===== src/rtl/wm_pkg.sv =====
// Shared definitions for the watermark insertion controller: FSM state
// encoding and the pixel order inside a 2x2 block.
package wm_pkg;

  typedef enum logic [2:0] {
    ST_IDLE   = 3'd0,
    ST_FETCH  = 3'd1,
    ST_WM     = 3'd2,
    ST_INSERT = 3'd3,
    ST_WRITE  = 3'd4,
    ST_NEXT   = 3'd5,
    ST_DONE   = 3'd6
  } wm_state_e;

  // Pixel order inside a block, used for both reads and writes.
  typedef enum logic [1:0] {
    POS_TL = 2'd0,
    POS_TR = 2'd1,
    POS_BL = 2'd2,
    POS_BR = 2'd3
  } blk_pos_e;

  // Address offset of a block pixel relative to the block's top-left pixel.
  function automatic int blk_offset(input logic [1:0] pos, input int img_w);
    int off;
    case (pos)
      POS_TL:  off = 0;
      POS_TR:  off = 1;
      POS_BL:  off = img_w;
      default: off = img_w + 1;
    endcase
    return off;
  endfunction

endpackage


===== src/rtl/wm_blk_addr_gen.sv =====
// Walks 2x2 blocks in row-major order. Keeps the block's top-left pixel
// address incrementally so no multiplier is needed, and counts blocks.
module wm_blk_addr_gen #(
  parameter int IMG_W = 256,
  parameter int IMG_H = 256,
  parameter int AW    = 16
) (
  input  logic          clk,
  input  logic          rst_n,
  input  logic          clr_i,
  input  logic          step_i,
  output logic [AW-1:0] base_o,
  output logic [AW-1:0] base_nxt_o,
  output logic [AW-1:0] blk_cnt_o,
  output logic          last_blk_o
);

  logic [AW-1:0] row_q, col_q, base_q, cnt_q;
  logic          col_wrap;

  assign col_wrap   = (col_q == AW'(IMG_W - 2));
  assign last_blk_o = col_wrap && (row_q == AW'(IMG_H - 2));
  // Moving from the last column of a block row jumps over the second pixel row.
  assign base_nxt_o = last_blk_o ? '0 :
                      col_wrap   ? base_q + AW'(IMG_W + 2) :
                                   base_q + AW'(2);
  assign base_o     = base_q;
  assign blk_cnt_o  = cnt_q;

  // Block position and count; cleared at frame start, stepped once per block.
  always_ff @(posedge clk or negedge rst_n) begin
    if (!rst_n) begin
      row_q  <= '0;
      col_q  <= '0;
      base_q <= '0;
      cnt_q  <= '0;
    end else if (clr_i) begin
      row_q  <= '0;
      col_q  <= '0;
      base_q <= '0;
      cnt_q  <= '0;
    end else if (step_i) begin
      cnt_q  <= cnt_q + AW'(1);
      base_q <= base_nxt_o;
      col_q  <= col_wrap ? '0 : col_q + AW'(2);
      if (last_blk_o)    row_q <= '0;
      else if (col_wrap) row_q <= row_q + AW'(2);
    end
  end

endmodule


===== src/rtl/wm_insert_ctrl.sv =====
// Frame controller: fetches each 2x2 block, obtains a watermark symbol,
// hands the block to the insertion datapath and writes the result back.
// Handshakes: rd_data is valid the cycle after rd_en; wm_data is taken in
// the cycle wm_ack is high while wm_req is high; ins_valid pulses once per
// block and ins_q* are taken in any cycle ins_ready is high while in INSERT.
module wm_insert_ctrl
  import wm_pkg::*;
#(
  parameter int IMG_W = 256,
  parameter int IMG_H = 256,
  parameter int AW    = 16
) (
  input  logic          clk,
  input  logic          rst_n,
  input  logic          start,
  input  logic          abort,
  output logic          busy,
  output logic          done,
  output logic          rd_en,
  output logic [AW-1:0] rd_addr,
  input  logic [7:0]    rd_data,
  output logic          wm_req,
  input  logic          wm_ack,
  input  logic [1:0]    wm_data,
  output logic          ins_valid,
  output logic [7:0]    ins_d1,
  output logic [7:0]    ins_d2,
  output logic [7:0]    ins_d3,
  output logic [7:0]    ins_d4,
  output logic [1:0]    ins_wm,
  input  logic          ins_ready,
  input  logic [7:0]    ins_q1,
  input  logic [7:0]    ins_q2,
  input  logic [7:0]    ins_q3,
  input  logic [7:0]    ins_q4,
  output logic          wr_en,
  output logic [AW-1:0] wr_addr,
  output logic [7:0]    wr_data,
  output logic [AW-1:0] blk_cnt,
  output logic [2:0]    dbg_state
);

  wm_state_e     state_q;
  logic [2:0]    ph_q;
  logic          busy_q, done_q, rd_en_q, wm_req_q, ins_valid_q, wr_en_q;
  logic [AW-1:0] rd_addr_q, wr_addr_q;
  logic [7:0]    wr_data_q;
  logic [1:0]    ins_wm_q;
  logic [7:0]    d_q [4];
  logic [7:0]    q_q [4];

  logic          gen_clr, gen_step, last_blk;
  logic [AW-1:0] base, base_nxt;
  logic [1:0]    cap_idx, nxt_pos;
  logic [AW-1:0] nxt_off, tl_off;

  assign gen_clr  = (state_q == ST_IDLE) && start;
  assign gen_step = (state_q == ST_NEXT) && !abort;
  assign cap_idx  = ph_q[1:0] - 2'd1;
  assign nxt_pos  = ph_q[1:0] + 2'd1;
  assign nxt_off  = AW'(blk_offset(nxt_pos, IMG_W));
  assign tl_off   = AW'(blk_offset(POS_TL, IMG_W));

  wm_blk_addr_gen #(.IMG_W(IMG_W), .IMG_H(IMG_H), .AW(AW)) u_addr_gen (
    .clk        (clk),
    .rst_n      (rst_n),
    .clr_i      (gen_clr),
    .step_i     (gen_step),
    .base_o     (base),
    .base_nxt_o (base_nxt),
    .blk_cnt_o  (blk_cnt),
    .last_blk_o (last_blk)
  );

  // Main sequencer; every strobe and data output is registered here.
  always_ff @(posedge clk or negedge rst_n) begin
    if (!rst_n) begin
      state_q     <= ST_IDLE;
      ph_q        <= '0;
      busy_q      <= 1'b0;
      done_q      <= 1'b0;
      rd_en_q     <= 1'b0;
      rd_addr_q   <= '0;
      wm_req_q    <= 1'b0;
      ins_valid_q <= 1'b0;
      ins_wm_q    <= '0;
      wr_en_q     <= 1'b0;
      wr_addr_q   <= '0;
      wr_data_q   <= '0;
      for (int i = 0; i < 4; i++) begin
        d_q[i] <= '0;
        q_q[i] <= '0;
      end
    end else begin
      ins_valid_q <= 1'b0;
      done_q      <= 1'b0;
      if (abort && (state_q != ST_IDLE)) begin
        state_q  <= ST_IDLE;
        ph_q     <= '0;
        busy_q   <= 1'b0;
        rd_en_q  <= 1'b0;
        wr_en_q  <= 1'b0;
        wm_req_q <= 1'b0;
      end else begin
        case (state_q)
          ST_IDLE: begin
            if (start) begin
              state_q   <= ST_FETCH;
              ph_q      <= '0;
              busy_q    <= 1'b1;
              rd_en_q   <= 1'b1;
              rd_addr_q <= tl_off;
            end
          end
          ST_FETCH: begin
            if (ph_q != 3'd0) d_q[cap_idx] <= rd_data;
            if (ph_q < 3'd3) rd_addr_q <= base + nxt_off;
            if (ph_q == 3'd3) rd_en_q <= 1'b0;
            if (ph_q == 3'd4) begin
              state_q  <= ST_WM;
              ph_q     <= '0;
              wm_req_q <= 1'b1;
            end else begin
              ph_q <= ph_q + 3'd1;
            end
          end
          ST_WM: begin
            if (wm_ack) begin
              ins_wm_q    <= wm_data;
              wm_req_q    <= 1'b0;
              ins_valid_q <= 1'b1;
              state_q     <= ST_INSERT;
            end
          end
          ST_INSERT: begin
            if (ins_ready) begin
              q_q[0]    <= ins_q1;
              q_q[1]    <= ins_q2;
              q_q[2]    <= ins_q3;
              q_q[3]    <= ins_q4;
              wr_en_q   <= 1'b1;
              wr_addr_q <= base + tl_off;
              wr_data_q <= ins_q1;
              ph_q      <= '0;
              state_q   <= ST_WRITE;
            end
          end
          ST_WRITE: begin
            if (ph_q < 3'd3) begin
              wr_addr_q <= base + nxt_off;
              wr_data_q <= q_q[nxt_pos];
              ph_q      <= ph_q + 3'd1;
            end else begin
              wr_en_q <= 1'b0;
              ph_q    <= '0;
              state_q <= ST_NEXT;
            end
          end
          ST_NEXT: begin
            if (last_blk) begin
              state_q <= ST_DONE;
              done_q  <= 1'b1;
              busy_q  <= 1'b0;
            end else begin
              state_q   <= ST_FETCH;
              ph_q      <= '0;
              rd_en_q   <= 1'b1;
              rd_addr_q <= base_nxt + tl_off;
            end
          end
          ST_DONE:  state_q <= ST_IDLE;
          default:  state_q <= ST_IDLE;
        endcase
      end
    end
  end

  assign busy      = busy_q;
  assign done      = done_q;
  assign rd_en     = rd_en_q;
  assign rd_addr   = rd_addr_q;
  assign wm_req    = wm_req_q;
  assign ins_valid = ins_valid_q;
  assign ins_d1    = d_q[0];
  assign ins_d2    = d_q[1];
  assign ins_d3    = d_q[2];
  assign ins_d4    = d_q[3];
  assign ins_wm    = ins_wm_q;
  assign wr_en     = wr_en_q;
  assign wr_addr   = wr_addr_q;
  assign wr_data   = wr_data_q;
  assign dbg_state = state_q;

endmodule


===== config.mk =====
export PLATFORM = sky130hd
export DESIGN_NAME = wm_insert_ctrl
export DESIGN_NICKNAME = d
export VERILOG_FILES = /design/src/rtl/wm_pkg.sv /design/src/rtl/wm_blk_addr_gen.sv /design/src/rtl/wm_insert_ctrl.sv
export SDC_FILE = /design/constraint.sdc
export NUM_CORES = 1
export LEC_CHECK = 0
export CAP_MARGIN = 20
export CORE_MARGIN = 1.5
export CORE_UTILIZATION = 58
export DETAILED_ROUTE_END_ITERATION = 8
export GPL_ROUTABILITY_DRIVEN = 0
export HOLD_SLACK_MARGIN = 0.02
export PLACE_DENSITY = 0.95
export SYNTH_ARGS = -nofsm -noshare
export SYNTH_HDL_FRONTEND = slang
export SYNTH_SLANG_ARGS = --single-unit

===== constraint.sdc =====
create_clock -name clk -period 6 [get_ports clk]
set_input_delay 0.9 -clock clk [delete_from_list [all_inputs] [get_ports clk]]
set_output_delay 0.9 -clock clk [all_outputs]
set_load 0.03 [all_outputs]

---- Word-level counts from Yosys, hierarchy flattened ----
Index checks and enable logic that the tools add are counted.
storage, ports and cells
  bits in registers ....................... 182
  logic and storage cells ................. 161
  output and inout bits ................... 99
  input port bits ......................... 48
operators by class
  mux-type cells .......................... 66
  equality and inequality tests ........... 24
  reductions and logical operators ........ 31
  add/subtract/negate cells ............... 9
  order comparisons ....................... 4
  bitwise operators ....................... 3
operator list
  cell                                                   number
  two-way mux 16 bit                                     17
  adder 16 x 2 -> 16 bit (second input constant)         3
  case mux 16 bit (3 select lines)                       1
  two-way mux 8 bit                                      5
  two-way mux 3 bit                                      13
  bitwise mux 32 bit                                     1
  equality test 16 x 8 -> 1 bit (second input constant)  2
  case mux 16 bit (2 select lines)                       1
  case mux 9 bit (3 select lines)                        1
  nonzero test 3 bit                                     7
  two-way mux 1 bit                                      18
  != test 3 bit (second input constant)                  6
  case mux 3 bit (6 select lines)                        1
  AND reduction 3 bit                                    6
  adder 16 x 1 -> 16 bit (second input constant)         1
  adder 16 bit                                           1
  adder 16 x 9 -> 16 bit (second input constant)         1
  binary-select mux 8 bit (select 2 bit)                 1
  demux 8 bit (select 2 bit)                             1
  case mux 8 bit (2 select lines)                        1
  case mux 3 bit (5 select lines)                        1
  AND reduction 4 bit                                    3
  != test 2 bit (second input constant)                  5
  AND reduction 5 bit                                    2
  25 further kinds                                       38

---- Longest topological paths before layout ----
Gate-level depths: netlist of the first run.
  depth after elaboration ................. 7
  depth in mapped cells ................... 11
  gate-level depth less buffers ........... 9

---- Hierarchy ----
From an unflattened synthesis of the first run, not the netlist that was laid out.
second synthesis, totals
  cell total of the unflattened synthesis .. 944
  area total of the unflattened synthesis .. 9674.3 µm²
by module, submodules not included
  module           cells each  instances  area an instance (µm²)  sequential area each (µm²)
  wm_insert_ctrl   517         1          5920.7                  2952.8
  wm_blk_addr_gen  427         1          3753.6                  1551.5

---- Least setup slack after synthesis of the first run ----
OpenSTA, ideal clock, no wires.
  kind .................................... register to register
  from .................................... reg ph_q[0]
  to ...................................... reg rd_addr_q[12], in the netlist rd_addr[12]
  library setup time ...................... 0.123 ns
  path slack .............................. 3.308 ns
  arrival ................................. 2.569 ns
  required time ........................... 5.877 ns
  period minus slack after synthesis ...... 2.692 ns
  cell stages (with the launch flop) ...... 12
  path buffers ............................ 2
  cell sequence ........................... dfrtp_1 -> buf_1 -> inv_1 -> ha_1 -> ha_1 -> and3_1 -> clkbuf_1 -> a31oi_1 -> nor2_1 -> xor2_1 -> a22oi_1 -> o21ai_1
between the ends
  cells in the longest elaborated chain, start to end .. 6
  elaborated cells on any way between the ends .. 11
  classes of those cells .................. 2 x add/sub; 1 x order compare; 3 x eq/ne; 3 x mux; 2 x reduce/logical
RTL lines
  what                                         line                   source
  from (decl)                                  wm_insert_ctrl.sv:44   logic [2:0] ph_q;
  from (signal assigned)                       wm_insert_ctrl.sv:124  ph_q <= ph_q + 3'd1;
  from (signal assigned)                       wm_insert_ctrl.sv:152  ph_q <= ph_q + 3'd1;
  adder 2 x 1 -> 2 bit                         wm_insert_ctrl.sv:60   assign nxt_pos = ph_q[1:0] + 2'd1;
  equality test 2 bit (tied with other cells)  wm_pkg.sv:26           case (pos)
  case mux 9 bit (3 select lines)              wm_pkg.sv:26
  adder 16 bit                                 wm_insert_ctrl.sv:117  if (ph_q < 3'd3) rd_addr_q <= base + nxt_off;
  two-way mux 16 bit                           wm_insert_ctrl.sv:117
  case mux 16 bit (3 select lines)             wm_insert_ctrl.sv:105  case (state_q)
  to (signal assigned)                         wm_insert_ctrl.sv:112  rd_addr_q <= tl_off;
  to (signal assigned)                         wm_insert_ctrl.sv:117
  to (signal assigned)                         wm_insert_ctrl.sv:168  rd_addr_q <= base_nxt + tl_off;
  to (decl)                                    wm_insert_ctrl.sv:46   logic [AW-1:0] rd_addr_q, wr_addr_q;
Several ways; a longest one is shown, not always the timed one. The select of a mux whose other input is x is not followed.
A chain may end at the register's enable or synchronous reset.

---- Final worst setup path of the first run ----
  from .................................... reg ph_q[0]
  to ...................................... reg wr_addr_q[11], in the netlist wr_addr[11]
between the ends
  cells in the longest elaborated chain, start to end .. 6
  elaborated cells on any way between the ends .. 11
  classes of those cells .................. 2 x add/sub; 1 x order compare; 3 x eq/ne; 3 x mux; 2 x reduce/logical
RTL lines
  what                                         line                   source
  adder 2 x 1 -> 2 bit                         wm_insert_ctrl.sv:60
  equality test 2 bit (tied with other cells)  wm_pkg.sv:26
  case mux 9 bit (3 select lines)              wm_pkg.sv:26
  adder 16 bit                                 wm_insert_ctrl.sv:150  wr_addr_q <= base + nxt_off;
  two-way mux 16 bit                           wm_insert_ctrl.sv:149  if (ph_q < 3'd3) begin
  case mux 16 bit (2 select lines)             wm_insert_ctrl.sv:105
  to (signal assigned)                         wm_insert_ctrl.sv:142  wr_addr_q <= base + tl_off;
  to (signal assigned)                         wm_insert_ctrl.sv:150
  to (decl)                                    wm_insert_ctrl.sv:46
Several ways; a longest one is shown, not always the timed one. The select of a mux whose other input is x is not followed.

==> impl_metrics.toml, run 1 <==
[grt]
grt_pass1_vias = 7198
grt_usage_pct = 29.2
grt-busiest-layer = "met2"
grt.overflow.total = 0
use_met2_pct = 45.9
grt_pass1_wl_um = 36500
met1_usage_pct = 37.5
grt_max_degree = 71
gr-usage-met3_pct = 7.05
antenna_found_initial = 0

[critical_path]
setup.worst_path.class = "reg -> reg"
reg2reg_slack_ns = 2.61
reg2reg_to = "wr_addr[11]$_DFFE_PN0P_"
critical_path_arrival_ns = 3.70
startpoint_type = "flip-flop"
path_max_fanout = 15
worstReg2RegStart = "ph_q[0]$_DFFE_PN0P_"
reg2regPathDepth = 8
cp_data_required_time_ns = 6.31
cp-end-kind = "flip-flop"

[synthesis]
synth_cell_types = 53
synth_top_cell_area_share_pct = 51.2
synth_edf_count = 0
ys_seq_area_share_pct = 51.2
yosys.area.top_type = "dfrtp_1"
syn_avg_cell_area_sq_um = 10.3
ys.flop_type = "dfrtp_1"
ys_seq_elements = 180
synth_area_leaders = "dfrtp_1 51%, mux2_2 8.3%, xor2_1 4.3%"
synth-warning-count = 0
netlist_area_sq_um = 8800
synthCells = 858
async_flop_share_pct = 100
syn-num-nets = 920

[status]
status = "completed"

[cells_and_area]
final_common_cell = "dfrtp_1"
final_nets = 1043
drive_gt1_share_pct = 12.2
layoutNonFillerInstCount = 1178
final_cell_mix = "180 x dfrtp_1, 145 x clkdlybuf4s50_1, 100 x nand2_1, 94 x nor2_1, 65 x mux2_2"
fin_util_pct = 74.5
n_antenna_cell = 0
fin_area_sq_um = 10900
area_delta_synth_final_pct = 24.4

[sta]
period_share_pct = 56.4
min_period_ns = 3.39
whs_ns = 0.454
finalMaxSlewViolations = 0
finClkSkew_ns = 0.00901
grt_setup_unrepaired = "false"
tightest_slew_ns = 1.12
postLayoutSetupSlackWorst_ns = 2.61
setup_viol = 0
final_hold_viol_count = 0
relSlewSlack_pct = 24.8
fin_tns_setup_ns = 0
fmax_mhz = 295

[pwr]
p_clk_share_pct = 24.9
p_int_mw = 2.83
seq_power_share_pct = 38.4
ir_drop_mv = 0.248
sw_frac_of_total_pct = 37.9
total_power_mw = 4.56
leakage_nw = 4.75
p_switching_mw = 1.73
power_density_nw_per_um2 = 416
p_comb_share_pct = 36.7

[floorplan]
row_count = 44
initial_core_util_pct = 59.9
dieArea_sq_um = 15900
io_pins = 147
coreArea_sq_um = 14700
die_h_um = 126
fp.dieW_um = 126

[placed_design]
post-place-cells = 1145
detailed_place_hpwl_um = 14600
pre_cts_slack_ns = 2.28
placed_cell_area_sq_um = 10300
placement.io_buffers = 146

[clock_network]
post_cts_buffers = 0
clk_latency_ns = 0.44
numClockSinks = 180
cts_buffers = 17
ctsRootBufferMaster = "clkbuf_16"
cts_buffer_depth = 2
cts_tree = "built"
htree_levels = 4
clkSlewWorstSetupHoldPaths_ns = 0.07
hold_buffers = 0
cts-resized-gates = 0

[drt]
drt-wirelength-per-cell_um = 19.1
dr.pass1.iters = 7
drtIter0Drc = 836
drc_errors = 0
routed_via_density = 6.20
vias = 7302
wirelength_um = 22500
final_antenna_net_count = 0

[flow_run]
max_cap_viol_count = 0

[hold_path]
hold_path_class = "in -> async"
## how the worst max path moves through the flow
stage                                            to  cells past startpoint                 from  slack [ns]
finish                      wr_addr[11]$_DFFE_PN0P_                      8  ph_q[0]$_DFFE_PN0P_        2.61
detailed placement  u_addr_gen.row_q[5]$_DFFE_PN0P_                      7                abort        2.28
CTS                         wr_addr[13]$_DFFE_PN0P_                      8  ph_q[0]$_DFFE_PN0P_        2.60
global route                rd_addr[13]$_DFFE_PN0P_                      8  ph_q[0]$_DFFE_PN0P_        2.38
floorplan                   rd_addr[12]$_DFFE_PN0P_                     11  ph_q[0]$_DFFE_PN0P_        3.31
global placement    u_addr_gen.row_q[4]$_DFFE_PN0P_                      7                abort        2.44
## power groups by stage
stage / Clock, mW / Combinational, mW / Sequential [mW]
5_1_grt: 1.20 / 1.76 / 1.79
6_report: 1.13 / 1.67 / 1.75
2_1_floorplan: 0 / 0.714 / 2.03
4_1_cts: 1.14 / 1.65 / 1.75
3_3_place_gp: 0 / 1.57 / 1.74
3_5_place_dp: 0 / 1.62 / 1.76
## cell usage after synthesis, types with 6 or more instances
cell	instances
xnor2_1	23
clkbuf_1	20
nand2_1	100
and4_1	6
mux4_2	8
dfrtp_1	180
a21oi_1	39
ha_1	14
a31oi_1	17
a22oi_1	7
and3_1	15
mux2_2	65
nand2b_1	7
nand4_1	10
a22o_1	7
buf_1	9
o21ai_0	52
xor2_1	43
nand3_1	33
nor2_1	95
nor3_1	23
inv_1	11
buf_2	16
## area by class of cell
cell class | count | area (sq um)
Clock inverter | 15 | 170
Clock buffer | 17 | 425
Multi-Input combinational cell | 620 | 4060
Fill cell | 899 | 3750
Tap cell | 184 | 230
Inverter | 11 | 41.3
Timing Repair Buffer | 151 | 1510
Sequential cell | 180 | 4500
## worst max-delay path: stages, from the launching register on
cell and delay (ns):
dfrtp_1 0.84, inv_1 0.25, ha_1 0.71, ha_1 0.38, a41oi_1 0.48, nand2b_1 0.26, nor2_1 0.07, xnor2_1 0.17
a21oi_1 0.09
## sequential cells by signal (all words and copies together) (netlist names)
name and cells:
u_addr_gen.base_o 16, ins_d3 8, done 1, wm_req 1, ins_d2 8, ph_q 3
wr_en 1, ins_valid 1, ins_wm 2, rd_addr 16, u_addr_gen.blk_cnt_o 16, dbg_state 3
wr_data 8, wr_addr 16, q_q 32, u_addr_gen.row_q 15, ins_d1 8, ins_d4 8
u_addr_gen.col_q 15, rd_en 1, busy 1
## metal layers
metal,up-vias,wire [um]
met2,394,10800
met5,-,0
met3,105,1870
li1,3249,-
met1,3554,8770
met4,0,1050
## kinds of logic after synthesis
logic type	after synthesis	share of synthesized area, %
mux	74	10.5
buf+inv	58	2.83
xor+xnor	66	6.57
compound gates	150	10.2
flops	180	51.2
fa+ha+maj	14	1.99
simple gates	316	16.7
Power figures use the tool's default switching activity.
==> inputs of run 2 (changes only) <==
--- a/config.mk
+++ b/config.mk
@@ -7,11 +7,11 @@
 export LEC_CHECK = 0
 export CAP_MARGIN = 20
 export CORE_MARGIN = 1.5
-export CORE_UTILIZATION = 58
+export CORE_UTILIZATION = 49
 export DETAILED_ROUTE_END_ITERATION = 8
 export GPL_ROUTABILITY_DRIVEN = 0
 export HOLD_SLACK_MARGIN = 0.02
-export PLACE_DENSITY = 0.95
+export PLACE_DENSITY = 0.87
 export SYNTH_ARGS = -nofsm -noshare
 export SYNTH_HDL_FRONTEND = slang
 export SYNTH_SLANG_ARGS = --single-unit
==> constraint.sdc (replaced) <==
create_clock -name clk -period 2.7 [get_ports clk]
set_input_delay 0.405 -clock clk [delete_from_list [all_inputs] [get_ports clk]]
set_output_delay 0.405 -clock clk [all_outputs]
set_load 0.03 [all_outputs]
==> run 2 against run 1 <==
  * Clock skew shrank 0.00076 ns
  * Sequential cell count unchanged
  * Critical endpoint is now rd_addr[7]$_DFFE_PN0P_
  * Wire length down 3.9%
  * Worst hold slack better by 0.028 ns
  * Final area up 3.3%
  * Global-route usage down 4.0 points
==> impl_metrics.toml, run 2 (synthesis gave the netlist of run 1 again) <==
[drt]
drc_errors = 0
final_antenna_net_count = 0
vias = 7121
drtIter0Drc = 580
routed_via_density = 5.70
dr.pass1.iters = 5
wirelength_um = 21700
drt-wirelength-per-cell_um = 17.3

[sta]
finalMaxSlewViolations = 0
fin_tns_setup_ns = 0
fmax_mhz = 410
period_share_pct = 90.2
grt_setup_unrepaired = "false"
setup_viol = 0
postLayoutSetupSlackWorst_ns = 0.263
tightest_slew_ns = 0.687
min_period_ns = 2.44
final_hold_viol_count = 0
finClkSkew_ns = 0.00824
relSlewSlack_pct = 54.0

[clock_network]
clkSlewWorstSetupHoldPaths_ns = 0.07
cts_tree = "built"
numClockSinks = 180
cts_buffer_depth = 2
htree_levels = 4
clk_latency_ns = 0.44
ctsRootBufferMaster = "clkbuf_16"
cts_buffers = 17

[cells_and_area]
fin_area_sq_um = 11300
fillerInstances = 1347
drive_gt1_share_pct = 14.6
final_nets = 1074
final_common_cell = "dfrtp_1"
area_delta_synth_final_pct = 28.5
layoutNonFillerInstCount = 1250
n_antenna_cell = 0
largest_register_ffs = 32
top_register = "q_q"
final_cell_mix = "180 x dfrtp_1, 145 x clkdlybuf4s50_1, 100 x nand2_1, 94 x nor2_1, 65 x mux2_2"

[critical_path]
critical_path_arrival_ns = 2.74
path_max_fanout = 12
reg2regPathDepth = 6
crit_cells = 6
cp_data_required_time_ns = 3.00
setup.worst_path.class = "reg -> reg"
cpMaxStageDelayCell = "or4_1"
cp-end-kind = "flip-flop"
startpoint_type = "flip-flop"
cp_num_buf_inv = 1
path_cells = "or4_1 -> nor4_2 -> nand2_1 -> o21ai_1 -> buf_4 -> o21ai_0"
critPathMaxStageDelay_ns = 0.59
crit_family = "simple AND/OR/NAND/NOR gates"

[pwr]
total_power_mw = 10.3
leakage_nw = 4.95
ir_drop_mv = 0.636
power_density_nw_per_um2 = 914

[placed_design]
post-place-cells = 1217
placed_cell_area_sq_um = 10700
detailed_place_hpwl_um = 15600
placement.io_buffers = 146
pre_cts_slack_ns = 0.124

[floorplan]
coreArea_sq_um = 17400
dieArea_sq_um = 18800
initial_core_util_pct = 50.5
fp.dieW_um = 137
io_pins = 147
row_count = 48
die_h_um = 137

[status]
status = "completed"

[grt]
grt_pass1_vias = 7282
grt_max_degree = 68
grt_usage_pct = 25.2
grt.overflow.total = 0
antenna_found_initial = 0
grt_pass1_wl_um = 36600

[hold_path]
hold_path_class = "reg -> reg"
holdPathStages = 2

[flow_run]
max_cap_viol_count = 0
## run 2: changes by cell type in the layout (fill, tap and decap cells not counted), sizes merged, moves of 2 or more
cell	previous run	this run
clkbuf	17	19
bufinv	2	4
buf	6	36
clkinvlp	4	0
## run 2: what timing repair did
item	CTS	global route
gates resized for setup	0	0
hold buffers	1	0
hold endpoints to repair	61	0
buffers inserted	0	0
## run 2: routing by layer
metal  GRT usage (%)  up-vias  share of wire [%]
met5               0        -                  0
met4            10.3        0                2.9
met3            5.00       45                5.4
met2            42.5      245                 50
met1            31.7     3510                 41
li1                -     3321                  -
## run 2: final timing paths
check                                                             to  slack, ns                             from
worst max-delay path                          rd_addr[7]$_DFFE_PN0P_       0.26  u_addr_gen.row_q[9]$_DFFE_PN0P_
worst min-delay path                          rd_addr[9]$_DFFE_PN0P_       0.48           rd_addr[9]$_DFFE_PN0P_
worst max register to register                rd_addr[7]$_DFFE_PN0P_       0.26  u_addr_gen.row_q[9]$_DFFE_PN0P_
worst min register to register                rd_addr[9]$_DFFE_PN0P_       0.48           rd_addr[9]$_DFFE_PN0P_
max in group asynchronous            u_addr_gen.row_q[7]$_DFFE_PN0P_       1.43                            rst_n
min in group asynchronous       u_addr_gen.blk_cnt_o[15]$_DFFE_PN0P_       0.54                            rst_n
## run 2: stage by stage
| step | hold WS, ns | utilization [%] |
|---|---|---|
| 5_1_grt | 0.512 | 64.9 |
| 6_report | 0.482 | 64.9 |
| 3_3_place_gp | 0.443 | 61.2 |
| 4_1_cts | 0.484 | 64.9 |
| 2_1_floorplan | 0.109 | - |
| 3_5_place_dp | 0.440 | 61.2 |
## run 2: where the power goes
group | internal [mW] | switching, mW
Clock | 1.59 | 1.09
Sequential | 3.35 | 0.421
Combinational | 1.69 | 2.19
Total | 6.64 | 3.70
## run 2: worst register-to-register path, cell delays in order, from the launching register on
cell	delay, ns
dfrtp_1	0.42
or4_1	0.59
nor4_2	0.33
nand2_1	0.35
o21ai_1	0.33
buf_4	0.18
o21ai_0	0.11
## run 2: layout make-up
type / count / area (sq um) / area share, %
multi-input cells: 620 / 4060 / 35.9
inverters: 11 / 41.3 / 0.365
well taps: 225 / 282 / 2.49
clock inverters: 13 / 195 / 1.73
clock buffers: 19 / 443 / 3.92
flip-flops and latches: 180 / 4500 / 39.8
repair buffers: 182 / 1790 / 15.8
==> inputs of run 3 (changes only) <==
--- a/config.mk
+++ b/config.mk
@@ -12,6 +12,7 @@
 export GPL_ROUTABILITY_DRIVEN = 0
 export HOLD_SLACK_MARGIN = 0.02
 export PLACE_DENSITY = 0.87
+export SLEW_MARGIN = 30
 export SYNTH_ARGS = -nofsm -noshare
 export SYNTH_HDL_FRONTEND = slang
 export SYNTH_SLANG_ARGS = --single-unit
==> results of run 3 <==
Final layout, timing and power as in run 2 (identical DEF).
